## config.mk

```make
export PLATFORM = sky130hd
export DESIGN_NAME = mfa_symbol_streamer
export DESIGN_NICKNAME = d
export VERILOG_FILES = /design/src/rtl/mfa_symbol_streamer.sv
export SDC_FILE = /design/constraint.sdc
export NUM_CORES = 1
export LEC_CHECK = 0
export CAP_MARGIN = 30
export CORE_MARGIN = 3
export CORE_UTILIZATION = 40
export DETAILED_ROUTE_END_ITERATION = 10
export HOLD_SLACK_MARGIN = 0.15
export MAX_ROUTING_LAYER = met4
export SETUP_SLACK_MARGIN = 0.05
export SKIP_LAST_GASP = 1
export SYNTH_ARGS = -nofsm -noshare
export SYNTH_HDL_FRONTEND = slang
export SYNTH_SLANG_ARGS = --single-unit
```

## constraint.sdc

```tcl
create_clock -name CLK -period 9.45 [get_ports CLK]
set_input_delay 1.4175 -clock CLK [delete_from_list [all_inputs] [get_ports CLK]]
set_output_delay 1.4175 -clock CLK [all_outputs]
set_load 0.1 [all_outputs]
```

## src/rtl/mfa_symbol_streamer.sv

```systemverilog
// mfa_symbol_streamer: FIFO-buffered serializer turning packed words into 2-bit symbols for the MFA core.
// Define SYM_COUNT_EN to add the saturating per-sequence sym_count output.
module mfa_symbol_streamer #(
  parameter int WORD_LEN = 32,
  parameter int NSYM_LEN = 5,
  parameter int FIFO_AW  = 2,
  parameter int CNT_LEN  = 12
) (
  input  logic                CLK,
  input  logic                RST,
  input  logic [WORD_LEN-1:0] in_data,
  input  logic [NSYM_LEN-1:0] in_nsym,
  input  logic                in_last,
  input  logic                in_valid,
  output logic                in_ready,
  input  logic                hold,
  output logic [1:0]          symbol,
  output logic                sym_valid,
  output logic                BC_mode,
  output logic                seq_done
`ifdef SYM_COUNT_EN
  ,
  output logic [CNT_LEN-1:0]  sym_count
`endif
);
  typedef enum logic [1:0] {IDLE, STREAM, DONE} state_t;
  localparam int NSYM = WORD_LEN / 2;
  localparam int DEPTH = 2 ** FIFO_AW;
  localparam int EW = WORD_LEN + 1 + NSYM_LEN;
  localparam logic [FIFO_AW:0] FULL_OCC = (FIFO_AW + 1)'(DEPTH);
  localparam logic [NSYM_LEN-1:0] FULL_REM = NSYM_LEN'(NSYM);

  if ((WORD_LEN % 2) != 0 || (2 ** (NSYM_LEN - 1)) != NSYM || CNT_LEN < 1) begin : g_bad_params
    $error("mfa_symbol_streamer: inconsistent WORD_LEN/NSYM_LEN/CNT_LEN");
  end

  logic [EW-1:0]       r_mem [DEPTH];
  logic [FIFO_AW:0]    r_wptr;
  logic [FIFO_AW:0]    r_rptr;
  logic                r_in_ready;
  state_t              r_state;
  logic [WORD_LEN-1:0] r_word;
  logic [NSYM_LEN-1:0] r_rem;
  logic                r_last;
  logic [1:0]          r_symbol;
  logic                r_sym_valid;
  logic                r_bc;
  logic                r_seq_done;

  logic [EW-1:0]       w_head;
  logic [WORD_LEN-1:0] w_head_data;
  logic                w_head_last;
  logic [NSYM_LEN-1:0] w_head_nsym;
  logic [NSYM_LEN-1:0] w_load_rem;
  logic                w_empty;
  logic                w_push;
  logic                w_emit;
  logic                w_done;
  logic                w_load;
  logic [FIFO_AW:0]    w_occ_nxt;

  // A new word may load when the shifter drains this cycle, but never past the last word of a sequence.
  always_comb begin
    w_head = r_mem[r_rptr[FIFO_AW-1:0]];
    {w_head_data, w_head_last, w_head_nsym} = w_head;
    w_empty = r_wptr == r_rptr;
    w_push = in_valid & r_in_ready;
    w_emit = (r_state == STREAM) & (r_rem != '0);
    w_done = (r_state == STREAM) & (r_rem == '0) & r_last;
    w_load = ~hold & ~w_empty & ((r_state == IDLE) | ((r_state == STREAM) & ~r_last & (r_rem[NSYM_LEN-1:1] == '0)));
    w_load_rem = (w_head_last && w_head_nsym != '0) ? w_head_nsym : FULL_REM;
    w_occ_nxt = r_wptr - r_rptr + {{FIFO_AW{1'b0}}, w_push} - {{FIFO_AW{1'b0}}, w_load};
  end

  always_ff @(posedge CLK) begin
    if (w_push) r_mem[r_wptr[FIFO_AW-1:0]] <= {in_data, in_last, in_nsym};
  end

  always_ff @(posedge CLK or negedge RST) begin
    if (!RST) begin
      r_wptr     <= '0;
      r_rptr     <= '0;
      r_in_ready <= 1'b0;
    end else begin
      r_wptr     <= r_wptr + {{FIFO_AW{1'b0}}, w_push};
      r_rptr     <= r_rptr + {{FIFO_AW{1'b0}}, w_load};
      r_in_ready <= w_occ_nxt != FULL_OCC;
    end
  end

  always_ff @(posedge CLK or negedge RST) begin
    if (!RST) begin
      r_state     <= IDLE;
      r_word      <= '0;
      r_rem       <= '0;
      r_last      <= 1'b0;
      r_symbol    <= 2'b00;
      r_sym_valid <= 1'b0;
      r_bc        <= 1'b0;
      r_seq_done  <= 1'b0;
    end else if (!hold) begin
      r_symbol    <= w_emit ? r_word[1:0] : 2'b00;
      r_sym_valid <= w_emit;
      r_word      <= w_load ? w_head_data : w_emit ? r_word >> 2 : r_word;
      r_rem       <= w_load ? w_load_rem : w_emit ? r_rem - 1'b1 : r_rem;
      r_last      <= w_load ? w_head_last : r_last;
      r_bc        <= w_emit ? 1'b1 : w_done ? 1'b0 : r_bc;
      r_seq_done  <= w_done;
      r_state     <= w_done ? DONE : (r_state == DONE) ? IDLE : (w_load && r_state == IDLE) ? STREAM : r_state;
    end
  end

`ifdef SYM_COUNT_EN
  logic [CNT_LEN-1:0] r_cnt;
  always_ff @(posedge CLK or negedge RST) begin
    if (!RST) r_cnt <= '0;
    else if (w_load && r_state == IDLE) r_cnt <= '0;
    else if (r_sym_valid && !hold && r_cnt != '1) r_cnt <= r_cnt + 1'b1;
  end
  assign sym_count = r_cnt;
`endif

  assign in_ready  = r_in_ready;
  assign symbol    = r_symbol;
  assign sym_valid = r_sym_valid;
  assign BC_mode   = r_bc;
  assign seq_done  = r_seq_done;
endmodule

```

==> implementation parameters <==
Parameter                              Value

STA
  Post-route minimum period ... 4280 ps
  Smallest setup slack after layout ... 5170 ps
  Number of pins with negative max-slew slack in the final report ... 0
  RSZ-0062 raised after global routing ... false
  Relative max-transition margin ... 0.352
  Post-route worst hold slack ... 489 ps
  Final hold vios ... 0
  Setup violation total in the final timing report ... 0
  Final clock period utilization by the worst path ... 0.453
  Pin slew with the least headroom to its limit ... 969 ps
  Total negative slack for setup checks ... 0 ps
  Maximum achievable frequency ... 234 MHz
  Maximum clock skew at final layout ... 14.8 ps

Min path
  Type of the most critical hold path ... reg -> reg

Floorplanning
  Area of the die ... 0.0219 mm²
  Count of pins on the block boundary ... 48
  Horiz. Die Dim ... 148 µm
  Placeable core region ... 0.0196 mm²
  Die height ... 148 µm
  Initial core utilization ... 0.411
  Floorplan row count ... 51

Pwr
  Post-layout total power ... 0.00285 W
  Areal power density over the cells ... 302 mW/mm²
  Leakage dissipation ... 3.35 nW
  IR drop worst, VDD ... 217 µV

Clock tree
  Post-CTS setup buffers ... 0
  Total clock buffers created by CTS ... 21
  Post-CTS resize count ... 0
  Root buffer selected by CTS ... sky130_fd_sc_hd__clkbuf_16
  Number of levels in the clock H-tree ... 1
  Number of sinks driven by the clock tree ... 204
  Insertion delay to the later sink of the worst-skew pair ... 500 ps
  Hold Buf Count CTS ... 0
  Maximum number of buffers from clock root to sink ... 3
  Clock transition at path regs ... 60 ps
  Clock tree from TritonCTS ... done

Global routing
  Wire length of the first global-routing pass ... 24,100 µm
  Largest net degree at the start of global routing ... 62
  Via count of the first global-routing pass ... 4,309
  Overall Global Routing Usage ... 0.145
  Initial antenna violation count ... 0
  Overflow left after global routing ... 0

Synth
  Mapped Area ... 0.00805 mm²
  Area share of the largest cell type after synthesis ... 0.567
  Proportion of synthesized chip area in sequential cells ... 0.729
  Top area cells in the synthesized netlist ... sky130_fd_sc_hd__edfxtp_1, sky130_fd_sc_hd__dfrtp_1, sky130_fd_sc_hd__mux4_2
  Post-Syn Nets ... 524
  Count of unique library cells instantiated by Yosys ... 40
  Library cell with the largest summed area after synthesis ... sky130_fd_sc_hd__edfxtp_1
  Warnings from Yosys ... 0
  Number of register bits inferred by synthesis ... 204
  Cells after Synth ... 472
  Average footprint of a synthesized cell ... 17.0 µm²

Layout
  Fin area ... 0.00943 mm²
  Fill count ... 1,692
  Commonest cells after routing, fill and taps aside ... sky130_fd_sc_hd__edfxtp_1, sky130_fd_sc_hd__nand2_1, sky130_fd_sc_hd__dfrtp_1
  Post-layout nets ... 578
  Area growth, synth to finish ... 17.2%
  Fraction of final layout cells with drive strength greater than 1 ... 0.172
  Commonest non-fill, non-tap cell in the layout ... sky130_fd_sc_hd__edfxtp_1
  Ant. Diodes ... 0

Drt
  Pre-Repair DR Iteration Count ... 5
  DR DRC count ... 0
  Routed wire length per instance ... 18.9 µm
  Number of nets with antenna violations after routing ... 0
  Total number of vias ... 4,164
  DR vias/cell ... 5.17
  Total Routed Length ... 15,200 µm
  Number of DRC markers after the initial detailed-route iteration ... 316

Setup path
  Slack of the worst reg-to-reg path ... 6020 ps
  Arrival time at the worst endpoint ... 4640 ps
  Peak fanout along the critical path ... 17
  Startpoint types ... input port
  Worst Path Required ... 9810 ps
  Kind of end point of the critical path ... register
  CP Class ... in -> reg

Job
  Max capacitance violation total ... 0

Place
  Setup slack after placement ... 4700 ps
  Sum of net half-perimeters after detailed placement ... 8940 µm
  Final RePlAce weighted congestion ... 0.787
  Number of buffers added on ports ... 47
  Post-detailed-placement cell area ... 0.00880 mm²

Status
  Outcome ... finished, final reports clean
[logic make-up after synthesis]
family,after synthesis,synth area share
DFF,204,0.729
and+or+nand+nor,123,0.0678
AOI/OAI and AO/OA,53,0.0453
muxes,39,0.108
buffers and inverters,36,0.0250
adders and majority gates,10,0.0174
xor gates and xnor gates,7,0.00762
[critical path: stages]
cell and delay (ps):
sky130_fd_sc_hd__clkdlybuf4s50_1 530, sky130_fd_sc_hd__nor2_1 380, sky130_fd_sc_hd__and3_1 700, sky130_fd_sc_hd__fa_1 310
sky130_fd_sc_hd__inv_1 50, sky130_fd_sc_hd__fa_1 450, sky130_fd_sc_hd__ha_1 230, sky130_fd_sc_hd__xnor2_1 140
sky130_fd_sc_hd__xnor2_1 120, sky130_fd_sc_hd__or3_1 310
[worst paths after layout]
| kind | startpoint | endpoint | depth (start not counted) |
|---|---|---|---|
| max | hold | in_ready$_DFF_PN0_ | 10 |
| min | seq_done$_DFFE_PN0N_ | seq_done$_DFFE_PN0N_ | 2 |
| max reg2reg | r_last$_DFFE_PN0P_ | in_ready$_DFF_PN0_ | 10 |
| min reg2reg | seq_done$_DFFE_PN0N_ | seq_done$_DFFE_PN0N_ | 2 |
| max in group asynchronous | RST | r_rptr[0]$_DFF_PN0_ | 2 |
| min in group asynchronous | RST | r_state[0]$_DFFE_PN0P_ | 2 |
[power by group]
part | switching (W) | internal (W)
Sequential | 0.0000949 | 0.00119
Clock | 0.000323 | 0.000437
Combinational | 0.000456 | 0.000349
Total | 0.000874 | 0.00197
[routing by layer]
metal / part of all wire / routed length [µm] / global-route usage
met5: 0 / 0 / -
met4: 0.022 / 328 / 0.0351
met3: 0.047 / 712 / 0.0279
met2: 0.47 / 7230 / 0.224
met1: 0.46 / 6970 / 0.203
[flip-flops by register name, summed over array words and instances (netlist names)]
signal	cells
BC_mode	1
in_ready	1
r_last	1
r_mem	152
r_rem	5
r_rptr	3
r_state	2
r_word	32
r_wptr	3
seq_done	1
sym_valid	1
symbol	2
[Yosys cell counts (all sizes together)]
| cell type | count |
|---|---|
| and3 | 10 |
| o41ai | 2 |
| or3 | 2 |
| a31oi | 29 |
| nor4b | 1 |
| edfxtp | 152 |
| inv | 10 |
| o21ai | 6 |
| mux4 | 38 |
| clkbuf | 6 |
| xor2 | 5 |
| nand4 | 1 |
| o22a | 1 |
| a21oi | 5 |
| nor2 | 30 |
| nand3 | 1 |
| nand2b | 1 |
| or2 | 3 |
| nor2b | 2 |
| a221o | 4 |
| buf | 20 |
| ha | 8 |
| nor3 | 4 |
| xnor2 | 2 |
| nor4 | 1 |
| nand2 | 67 |
| a22o | 4 |
| mux2 | 1 |
| fa | 2 |
| o32a | 2 |
| dfrtp | 52 |
[stage by stage]
stage          utilization  std cells
2_1_floorplan            -        472
3_3_place_gp         0.447        766
3_5_place_dp         0.449        768
4_1_cts              0.482        806
5_1_grt              0.482        806
6_report             0.482        806
[final cells by class]
| type | count | area, µm² | share of cell area |
|---|---|---|---|
| Inverter | 10 | 42.5 | 0.00451 |
| Clock buffer | 32 | 597 | 0.0633 |
| Tap cell | 265 | 332 | 0.0352 |
| Clock inverter | 6 | 36.3 | 0.00385 |
| Multi-Input combinational cell | 232 | 1990 | 0.211 |
| Timing Repair Buffer | 57 | 566 | 0.0600 |
| Sequential cell | 204 | 5870 | 0.622 |
No activity file was read; power rests on OpenSTA's default activity.
